$ cat src/rtl/core_div_pkg.sv
`default_nettype none
// ============================================================================
// Module      : core_div_pkg
// Description : Shared encodings, FSM state type and iteration-count helper
//               for the iterative radix-2 divider.
// Revision    : 1.0 - initial release
// ============================================================================
package core_div_pkg;

  // Operation encoding on the control bus. Bit 1 selects remainder, and
  // bit 0 selects unsigned.
  localparam logic [1:0] c_div_op   = 2'b00;
  localparam logic [1:0] c_divu_op  = 2'b01;
  localparam logic [1:0] c_rem_op   = 2'b10;
  localparam logic [1:0] c_remu_op  = 2'b11;

  // W-form aliases. They use the same encodings, and isword qualifies them.
  localparam logic [1:0] c_divw_op  = c_div_op;
  localparam logic [1:0] c_divuw_op = c_divu_op;
  localparam logic [1:0] c_remw_op  = c_rem_op;
  localparam logic [1:0] c_remuw_op = c_remu_op;

  typedef enum logic [1:0] {
    IDLE = 2'd0,
    CALC = 2'd1,
    DONE = 2'd2
  } div_state_e;

  // Number of quotient bits to develop. A word operation only walks the low half.
  function automatic int unsigned div_iter_count(input logic isword, input int unsigned xlen);
    return isword ? (xlen / 2) : xlen;
  endfunction

endpackage
`default_nettype wire

$ cat src/rtl/core_div_out.sv
`default_nettype none
// ============================================================================
// Module      : core_div_out
// Description : Result shaping for the divider. It handles sign correction,
//               divide-by-zero substitution and W-form sign extension.
//               Purely combinational.
// Revision    : 1.0 - initial release
// ============================================================================
module core_div_out #(
  parameter int XLEN = 64
) (
  input  logic [1:0]      i_control,
  input  logic            i_isword,
  input  logic            i_sign_a,
  input  logic            i_sign_b,
  input  logic            i_div_zero,
  input  logic [XLEN-1:0] i_src_a,
  input  logic [XLEN-1:0] i_quo,
  input  logic [XLEN-1:0] i_rem,
  output logic [XLEN-1:0] o_result
);

  localparam int c_HALF = XLEN / 2;

  logic            w_is_rem;
  logic            w_signed;
  logic            w_neg;
  logic [XLEN-1:0] w_mag;
  logic [XLEN-1:0] w_fix;
  logic [XLEN-1:0] w_sel;

  // Pick the magnitude, then apply the sign. Divide by zero bypasses the
  // datapath. The word form sign-extends from the low half.
  always_comb begin
    w_is_rem = i_control[1];
    w_signed = ~i_control[0];
    w_mag    = w_is_rem ? i_rem : i_quo;
    // The quotient sign is signA^signB. The remainder follows the dividend.
    w_neg    = w_signed & (w_is_rem ? i_sign_a : (i_sign_a ^ i_sign_b));
    // A most-negative overflow magnitude negates onto itself, so it needs no special path.
    w_fix    = w_neg ? (-w_mag) : w_mag;
    if (i_div_zero)
      w_sel = w_is_rem ? i_src_a : {XLEN{1'b1}};
    else
      w_sel = w_fix;
    if (i_isword)
      o_result = {{c_HALF{w_sel[c_HALF-1]}}, w_sel[c_HALF-1:0]};
    else
      o_result = w_sel;
  end

endmodule
`default_nettype wire

$ cat src/rtl/core_div_iter.sv
`default_nettype none
// ============================================================================
// Module      : core_div_iter
// Description : Sequential radix-2 restoring divider. It develops one
//               quotient bit per cycle from pre-conditioned magnitudes and
//               returns the quotient or remainder with a busy/valid handshake.
// Revision    : 1.0 - initial release
// ============================================================================
module core_div_iter
  import core_div_pkg::*;
#(
  parameter int XLEN = 64
) (
  input  logic            i_clk,
  input  logic            i_rst,
  input  logic            i_div_iter_start,
  input  logic            i_div_iter_flush,
  input  logic [1:0]      i_div_iter_control,
  input  logic            i_div_iter_isword,
  input  logic [XLEN-1:0] i_div_iter_srcA,
  input  logic [XLEN-1:0] i_div_iter_srcB,
  input  logic [XLEN-1:0] i_div_iter_dividend,
  input  logic [XLEN-1:0] i_div_iter_divisor,
  output logic            o_div_iter_busy,
  output logic            o_div_iter_valid,
  output logic [XLEN-1:0] o_div_iter_result
);

  localparam int c_HALF = XLEN / 2;
  localparam int c_CW   = $clog2(XLEN + 1);

  div_state_e      r_state;
  div_state_e      w_state_nxt;
  logic [c_CW-1:0] r_count;
  logic [1:0]      r_control;
  logic            r_isword;
  logic            r_sign_a;
  logic            r_sign_b;
  logic            r_div_zero;
  logic [XLEN-1:0] r_src_a;
  logic [XLEN-1:0] r_divisor;
  logic [XLEN-1:0] r_rem;
  logic [XLEN-1:0] r_quo;
  logic [XLEN-1:0] r_result;

  logic            w_accept;
  logic [XLEN-1:0] w_dividend_in;
  logic [XLEN-1:0] w_divisor_in;
  logic            w_divisor_zero;
  logic [XLEN:0]   w_shift;
  logic [XLEN:0]   w_trial;
  logic            w_valid;
  logic [XLEN-1:0] w_out;
  logic            w_unused_src_b;

  // Only the sign bits of rs2 matter here. The divisor magnitude arrives separately.
  assign w_unused_src_b = ^i_div_iter_srcB;

  // Conditioning of the launch operands. A word op keeps only the low half.
  // That half still holds the correct magnitude even when upstream negated the
  // full-width value.
  always_comb begin
    w_accept       = (r_state == IDLE) && i_div_iter_start && !i_div_iter_flush;
    w_dividend_in  = i_div_iter_isword ? {{c_HALF{1'b0}}, i_div_iter_dividend[c_HALF-1:0]}
                                       : i_div_iter_dividend;
    w_divisor_in   = i_div_iter_isword ? {{c_HALF{1'b0}}, i_div_iter_divisor[c_HALF-1:0]}
                                       : i_div_iter_divisor;
    w_divisor_zero = (w_divisor_in == '0);
    // Trial subtract one bit wider than XLEN. The top bit is the borrow.
    w_shift        = {r_rem, r_quo[XLEN-1]};
    w_trial        = w_shift - {1'b0, r_divisor};
  end

  // State register.
  always_ff @(posedge i_clk or posedge i_rst) begin
    if (i_rst) r_state <= IDLE;
    else       r_state <= w_state_nxt;
  end

  // Next-state logic. A flush returns to IDLE from any active state and wins over start.
  always_comb begin
    w_state_nxt = r_state;
    case (r_state)
      IDLE: if (w_accept) w_state_nxt = w_divisor_zero ? DONE : CALC;
      CALC: begin
        if (i_div_iter_flush)              w_state_nxt = IDLE;
        else if (r_count == c_CW'(1))      w_state_nxt = DONE;
      end
      DONE:    w_state_nxt = IDLE;
      default: w_state_nxt = IDLE;
    endcase
  end

  // Operand capture at launch, then one restoring step per CALC cycle.
  always_ff @(posedge i_clk or posedge i_rst) begin
    if (i_rst) begin
      r_count    <= '0;
      r_control  <= '0;
      r_isword   <= 1'b0;
      r_sign_a   <= 1'b0;
      r_sign_b   <= 1'b0;
      r_div_zero <= 1'b0;
      r_src_a    <= '0;
      r_divisor  <= '0;
      r_rem      <= '0;
      r_quo      <= '0;
    end else if (w_accept) begin
      r_count    <= c_CW'(div_iter_count(i_div_iter_isword, XLEN));
      r_control  <= i_div_iter_control;
      r_isword   <= i_div_iter_isword;
      r_sign_a   <= i_div_iter_isword ? i_div_iter_srcA[c_HALF-1] : i_div_iter_srcA[XLEN-1];
      r_sign_b   <= i_div_iter_isword ? i_div_iter_srcB[c_HALF-1] : i_div_iter_srcB[XLEN-1];
      r_div_zero <= w_divisor_zero;
      r_src_a    <= i_div_iter_srcA;
      r_divisor  <= w_divisor_in;
      r_rem      <= '0;
      // Word dividends are pre-shifted to the top so that the MSB-first walk
      // reaches their bits within the shorter iteration count.
      r_quo      <= i_div_iter_isword ? {w_dividend_in[c_HALF-1:0], {c_HALF{1'b0}}}
                                      : w_dividend_in;
    end else if (r_state == CALC) begin
      r_count <= r_count - c_CW'(1);
      if (!w_trial[XLEN]) begin
        r_rem <= w_trial[XLEN-1:0];
        r_quo <= {r_quo[XLEN-2:0], 1'b1};
      end else begin
        r_rem <= w_shift[XLEN-1:0];
        r_quo <= {r_quo[XLEN-2:0], 1'b0};
      end
    end
  end

  core_div_out #(
    .XLEN (XLEN)
  ) u_out (
    .i_control  (r_control),
    .i_isword   (r_isword),
    .i_sign_a   (r_sign_a),
    .i_sign_b   (r_sign_b),
    .i_div_zero (r_div_zero),
    .i_src_a    (r_src_a),
    .i_quo      (r_quo),
    .i_rem      (r_rem),
    .o_result   (w_out)
  );

  // Completion is a flush-qualified DONE. The result register holds the last
  // delivered value between completions.
  assign w_valid = (r_state == DONE) && !i_div_iter_flush;

  // Result register, updated only on a delivered completion.
  always_ff @(posedge i_clk or posedge i_rst) begin
    if (i_rst)        r_result <= '0;
    else if (w_valid) r_result <= w_out;
  end

  assign o_div_iter_busy   = (r_state != IDLE);
  assign o_div_iter_valid  = w_valid;
  assign o_div_iter_result = w_valid ? w_out : r_result;

endmodule
`default_nettype wire

$ cat config.mk
export PLATFORM = sky130hd
export DESIGN_NAME = core_div_iter
export DESIGN_NICKNAME = d
export VERILOG_FILES = /design/src/rtl/core_div_pkg.sv /design/src/rtl/core_div_out.sv /design/src/rtl/core_div_iter.sv
export SDC_FILE = /design/constraint.sdc
export NUM_CORES = 1
export LEC_CHECK = 0
export BUFFER_PORTS_ARGS = -buffer_cell sky130_fd_sc_hd__buf_2
export CAP_MARGIN = 20
export CORE_ASPECT_RATIO = 1.4
export CORE_MARGIN = 3
export CORE_UTILIZATION = 50
export DETAILED_ROUTE_END_ITERATION = 7
export PLACE_DENSITY_LB_ADDON = 0.3
export SYNTH_ARGS = -nofsm -noshare
export SYNTH_HDL_FRONTEND = slang
export SYNTH_SLANG_ARGS = --single-unit
$ cat constraint.sdc
create_clock -name i_clk -period 30.4 [get_ports i_clk]
set_clock_uncertainty 0.15 [all_clocks]
set_input_delay 7.6 -clock i_clk [delete_from_list [all_inputs] [get_ports i_clk]]
set_output_delay 7.6 -clock i_clk [all_outputs]
set_load 0.05 [all_outputs]
# Word-level counts from Yosys, hierarchy flattened

Cells that the tools add are included.

Register bits: 335
Input port bits: 263
Output and inout port bits: 66
Logic and storage cells: 58

Add/sub/neg operators: 3
Equal/unequal tests: 5
Multiplexer cells: 26
Bitwise operators: 3
Reduce and logical (&&, ||, !) cells: 9

Operator list:

| operator                                          | number |
|---|---|
| two-way mux 64 bit                                | 14 |
| subtractor 65 x 64 -> 65 bit                      | 1 |
| zero test 64 bit                                  | 1 |
| negator 64 bit                                    | 1 |
| two-way mux 7 bit                                 | 3 |
| two-way mux 2 bit                                 | 4 |
| == test 7 x 1 -> 1 bit (second input constant)    | 1 |
| subtractor 7 x 1 -> 7 bit (second input constant) | 1 |
| two-way mux 1 bit                                 | 4 |
| case mux 2 bit (2 select lines)                   | 1 |
| nonzero test 2 bit                                | 2 |
| logical AND 1 bit                                 | 3 |
| inequality test 3 bit (second input constant)     | 1 |
| == test 2 x 1 -> 1 bit (second input constant)    | 1 |
| == test 2 bit (second input constant)             | 1 |
| zero test 2 bit                                   | 1 |
| inequality test 2 bit (second input constant)     | 1 |
| AND reduction 2 bit                               | 1 |
| AND 1 bit                                         | 1 |
| zero test 1 bit                                   | 1 |
| inverter 1 bit                                    | 1 |
| bitwise XOR 1 bit                                 | 1 |

# Longest topological paths before layout

Gate-level depths: netlist of the first run.

Depth in word-level cells: 7
Mapped depth: 21
Gate-level depth less buffers: 14

# Modules after synthesis

A second synthesis of the first run with hierarchy kept.

Cell total of the unflattened synthesis: 2636
Area, all modules: 22076.2 µm²

By module, submodules not included:

| module        | times used | cells each | area each (µm²) | sequential area each (µm²) |
|---|---|---|---|---|
| core_div_iter | 1          | 2056       | 18073.6         | 8383.0 |
| core_div_out  | 1          | 580        | 4002.6          | 0.0 |

# Least setup slack after synthesis of the first run

Ideal clock, no wire load.

Path type: input to output
Start: input i_div_iter_flush
End: output o_div_iter_result[37]
Arrival: 9.670 ns
Data required time: 22.650 ns
Setup slack: 12.980 ns
Cell stages on the path: 7
Path buffers: 3
Path through: nor2_1 -> nand2_1 -> clkbuf_1 -> inv_1 -> clkbuf_1 -> clkbuf_1 -> a31oi_1

Longest elaborated chain between the ends: 3

Ends and longest elaborated chain:

| item                       | line                 | RTL |
|---|---|---|
| start, declared            | core_div_iter.sv:17  | `input logic i_div_iter_flush,` |
| zero test 1 bit            | core_div_iter.sv:149 | `assign w_valid = (r_state == DONE) && !i_div_iter_flush;` |
| logical AND 1 bit          | core_div_iter.sv:149 |  |
| named net o_div_iter_valid | core_div_iter.sv:25  | `output logic o_div_iter_valid,` |
| two-way mux 64 bit         | n/a                  |  |
| end, declared              | core_div_iter.sv:26  | `output logic [XLEN-1:0] o_div_iter_result` |

The timed path passes the listed nets, and every way through them passes these cells.

# Worst setup path in the final report of the first run

Start: input i_div_iter_flush
End: output o_div_iter_result[63]

Longest elaborated chain between the ends: 3

Ends and longest elaborated chain:

| item               | line |
|---|---|
| zero test 1 bit    | core_div_iter.sv:149 |
| logical AND 1 bit  | core_div_iter.sv:149 |
| two-way mux 64 bit | n/a |

No other way between the ends.

==> flow_summary.toml, run 1 <==
[logic_synthesis]
ys_types = 81
avgSynthCellArea_sq_um = 8.20
synthMuxAreaShare = 0.0473
synthSimpleGateAreaFrac = 0.213
synth_adder_area_share = 0.0396
synth-edff-count = 0
yosysTopAreaCell = "dfrtp_1"
synth_top_area_share = 0.387
ys_seq_elements = 335
ys.flop_type = "dfrtp_1"
synth_seq_area_share = 0.387
synthCells = 2640
synth_area_sq_mm = 0.0216
synthesis.nets = 2971
synthArstFlopShare = 1.00
ys_top_cells_by_area = "dfrtp_1, nand2_1, o21ai_0"
yosys.area_share.xor_xnor = 0.0485
synth-compound-area-share = 0.214
synth_top_family_by_area = "compound AO/OA/AOI/OAI gates"
synth_warnings = 0

[clocking]
root_buffer = "clkbuf_16"
post_cts_buffers = 0
cts_sinks = 335
clk_latency_ns = 0.53
clockBufferDepth = 3
ctsResizeCount = 0
h-tree-depth = 2
numCtsBuffers = 36
cts_tree = "done"
ctsHoldBuffers = 0
clk_pin_slew_ns = 0.06

[placement]
place_hpwl_mm = 50.9
place_worst_setup_slack_ns = 12.86
port_buffers = 266
place_congestion = 0.963
dp_cells = 3287

[worst_setup_path]
slowest_stage = "buf_4"
path_cells = "buf_2 -> nor2_1 -> nand2_2 -> buf_4 -> inv_1 -> buf_4 -> nand2_1 -> o22a_1 -> buf_2"
crit_path_end_kind = "primary output"
worstSetupPathType = "in2out"
cp_slowest_stage_delay_ns = 0.54
required_ns = 22.65
startpoint_type = "input pin"
crit_fanout = 76
crit_arrival_ns = 9.82

[sta]
setup_ws_ns = 12.83
slew_viol_final = 0
tightest_slew_ns = 1.08
min_period_ns = 17.57
clock.fmax_mhz = 56.9
holdWs_ns = 0.317
post-route-period-util = 0.578
timing_hold_violations_final = 0
tns_ns = 0
setup_viol = 0
rsz0062_at_grt = "false"
worst_slew_margin_rel = 0.281

[global_routing]
globalRouteOverflowTotal = 0
grt_pass1_wl_mm = 108
antenna_found_initial = 0
grt_usage = 0.293
grt_pass1_vias = 19500
grt_start_max_net_pins = 188

[detailed_routing]
routed_wl_mm = 69.3
detail-route-antenna-nets = 0
drt_iter0_markers = 1764
drc_errors = 0
vias = 20400
vias_per_cell = 6.09
wl_per_cell_um = 20.7
drtPass1Iterations = 5

[power_and_ir_drop]
finalPower_w = 0.00285
power_density_mw_per_mm2 = 117
power.share.clock = 0.157
ir_drop_mv = 0.0568
seqPwrFrac = 0.278
switching_share = 0.488
switchingPower_w = 0.00139
p_int_w = 0.00146
p_leak_nw = 11.0
share_comb_of_total_power = 0.565

[floorplan]
rows = 89
dieWidth_um = 182
coreArea_sq_mm = 0.0424
start_util = 0.510
boundaryPins = 329
die_h_um = 252
die_area_sq_mm = 0.0459

[cells_and_area]
num-nets-final = 3110
drive_gt1_frac = 0.143
final_cell_mix = "nand2_1, dfrtp_1, buf_2, o21ai_0, a21oi_1"
area_growth_pct = 12.2
layout_commonest_cell = "nand2_1"
fin_cells = 3350

[worst_hold_path]
hold_path.class = "reg2reg"

[job]
max-cap-violations = 0

[outcome]
status = "complete, no violations"
## flip-flops by register name, indices dropped and copies added (netlist names)
name and flops:
r_sign_b 1, r_state 2, r_divisor 64, r_src_a 64, r_isword 1, r_sign_a 1
r_quo 64, r_result 64, r_div_zero 1, r_rem 64, r_control 2, r_count 7
## worst paths after layout
kind                             startpoint               endpoint  slack, ns  cells after the start
setup / recovery           i_div_iter_flush  o_div_iter_result[63]      12.83                      9
hold / removal                  r_src_a[13]            r_src_a[13]       0.32                      2
setup reg to reg               r_control[1]           r_result[61]      24.86                     12
hold reg to reg                 r_src_a[13]            r_src_a[13]       0.32                      2
max in group asynchronous             i_rst           r_control[1]      20.50                      4
min in group asynchronous             i_rst           r_result[12]       7.06                      2
## power by group through the flow
stage	clock (W)	sequential, W	combinational [W]
6_report	0.000448	0.000794	0.00161
5_1_grt	0.000473	0.000809	0.00176
4_1_cts	0.000456	0.000786	0.00160
3_5_place_dp	0	0.000792	0.00159
3_3_place_gp	0	0.000784	0.00157
2_1_floorplan	0	0.000711	0.00125
## routing by layer
metal / track usage / wire length (um)
met5: 0 / 0
met4: 0.120 / 2990
met1: 0.405 / 29600
met3: 0.0367 / 4510
met2: 0.468 / 32200
## per-stage QoR
stage	utilization	cell area, sq um
2_1_floorplan	-	21600
3_3_place_gp	0.545	23100
3_5_place_dp	0.545	23100
4_1_cts	0.573	24300
5_1_grt	0.573	24300
6_report	0.573	24300
## cell type report
type                            count  area [sq um]
Sequential cell                   335          8390
Timing Repair Buffer              288          1510
Antenna cell                        1          2.50
Fill cell                        3879         18100
Tap cell                          546           683
Inverter                           87           334
Clock inverter                     12           165
Multi-Input combinational cell   2031         12200
Clock buffer                       50          1010
## Yosys cell counts (all sizes together) (52+ instances only)
cell and number:
o21ai 251, xnor2 68, xor2 52, dfrtp 335
nand3 61, clkbuf 141, a31oi 98, a21oi 167
nand2 541, nor3 63, nor2 109, inv 87
ha 67, mux2i 99
## critical path, delay by kind of cell
| family | cells | cell delay (ns) |
|---|---|---|
| AND/OR/NAND/NOR | 3 | 0.56 |
| buffers and inverters | 5 | 1.32 |
| AO/OA/AOI/OAI | 1 | 0.25 |
## kinds of logic after synthesis
family                   Yosys count
AO/OA/AOI/OAI                    749
AND/OR/NAND/NOR                  992
XOR/XNOR                         120
multiplexers                     102
buffers and inverters            274
flip-flops                       335
adder cells (fa/ha/maj)           68
Note: power is estimated with default switching activity, not from simulation.
==> run 2: changes to the inputs <==
- clock period: 30.4 -> 15.5 ns (I/O delays scaled with it)
==> flow_summary.toml, run 2 (synthesis results as in run 1) <==
[sta]
post-route-period-util = 0.652
worst_slew_margin_rel = 0.324
tns_ns = 0
min_period_ns = 10.11
timing_hold_violations_final = 0
slew_viol_final = 0
rsz0062_at_grt = "false"
tightest_slew_ns = 1.01
setup_viol = 0
clock.fmax_mhz = 98.9

[cells_and_area]
drive_gt1_frac = 0.144
multi_input_area_sq_mm = 0.0122
final_cell_mix = "nand2_1, dfrtp_1, buf_2, o21ai_0, a21oi_1"
area_growth_pct = 12.6
seqCellArea_sq_mm = 0.00839
diodes = 0
nFillCells = 3841
num-nets-final = 3111
layout_commonest_cell = "nand2_1"

[power_and_ir_drop]
finalPower_w = 0.00565
power_density_mw_per_mm2 = 232
p_leak_nw = 11.0
ir_drop_mv = 0.133

[job]
max-cap-violations = 0

[worst_setup_path]
crit_path_end_kind = "primary output"
required_ns = 11.48
crit_arrival_ns = 6.09
slowest_stage = "buf_4"
crit_fanout = 76
ff2ff_setup_slack_ns = 10.00
worstSetupPathType = "in2out"
cp_slowest_stage_delay_ns = 0.54
path_cells = "buf_2 -> nor2_1 -> nand2_2 -> buf_4 -> inv_1 -> buf_4 -> nand2_1 -> o22a_1 -> buf_2"
startpoint_type = "input pin"

[global_routing]
globalRouteOverflowTotal = 0
grt_start_max_net_pins = 203
grt_pass1_vias = 19500
grt_pass1_wl_mm = 108
antenna_found_initial = 2
grt_usage = 0.290

[floorplan]
dieWidth_um = 182
boundaryPins = 329
die_area_sq_mm = 0.0459
die_h_um = 252
coreArea_sq_mm = 0.0424
rows = 89
start_util = 0.510

[clocking]
clk_latency_ns = 0.54
post_cts_buffers = 0
ctsHoldBuffers = 0
numCtsBuffers = 37
h-tree-depth = 2
cts_sinks = 335
clockBufferDepth = 3
ctsResizeCount = 0
clk_pin_slew_ns = 0.06
root_buffer = "clkbuf_16"
cts_tree = "done"

[worst_hold_path]
hold_path.class = "reg2reg"

[placement]
place_hpwl_mm = 50.3
place_congestion = 1.01
port_buffers = 266

[detailed_routing]
wl_per_cell_um = 20.7
routed_wl_mm = 69.5
vias = 20700
drc_errors = 0
drtPass1Iterations = 6
detail-route-antenna-nets = 0
drt_iter0_markers = 2015
vias_per_cell = 6.17

[outcome]
status = "complete, no violations"
run 2: final cells by class:
type                    instances  area share
multi-input cells            2031       0.500
flip-flops and latches        335       0.344
repair buffers                288      0.0619
clock buffers                  55      0.0450
well taps                     546      0.0280
inverters                      87      0.0137
clock inverters                11     0.00698
run 2: layer usage:
layer	vias up	wire length, um	global-route usage
li1	9663	-	-
met1	9893	29000	0.397
met2	947	32000	0.465
met3	169	5190	0.0354
met4	2	3350	0.128
met5	-	13	0
run 2: path summary, 6_finish.rpt:
path / endpoint / cells past startpoint / startpoint
min in group asynchronous: r_result[14] / 2 / i_rst
hold / removal: r_src_a[14] / 2 / r_src_a[14]
setup / recovery: o_div_iter_result[36] / 9 / i_div_iter_flush
hold reg to reg: r_src_a[14] / 2 / r_src_a[14]
max in group asynchronous: r_div_zero / 3 / i_rst
setup reg to reg: r_result[61] / 12 / r_control[1]
run 2: stage by stage:
step	utilization	instances	hold slack (ns)	setup slack, ns	cell area [sq um]
after floorplan	-	2640	0.287	2.19	21600
after global placement	0.545	3287	0.300	5.44	23100
after detailed placement	0.545	3287	0.304	5.41	23100
after CTS	0.575	3353	0.319	5.41	24400
after global routing	0.575	3353	0.339	5.01	24400
final	0.575	3353	0.318	5.39	24400
run 2: where the power goes:
part	switching, W	internal [W]	total [W]
registers	0.000355	0.00120	0.00155
clock network	0.000369	0.000558	0.000927
logic	0.00202	0.00115	0.00317
run 2: critical path: cells and delay by family:
kind            cells  cell delay (ns)
buf+inv             5             1.32
simple gates        3             0.55
compound gates      1             0.25
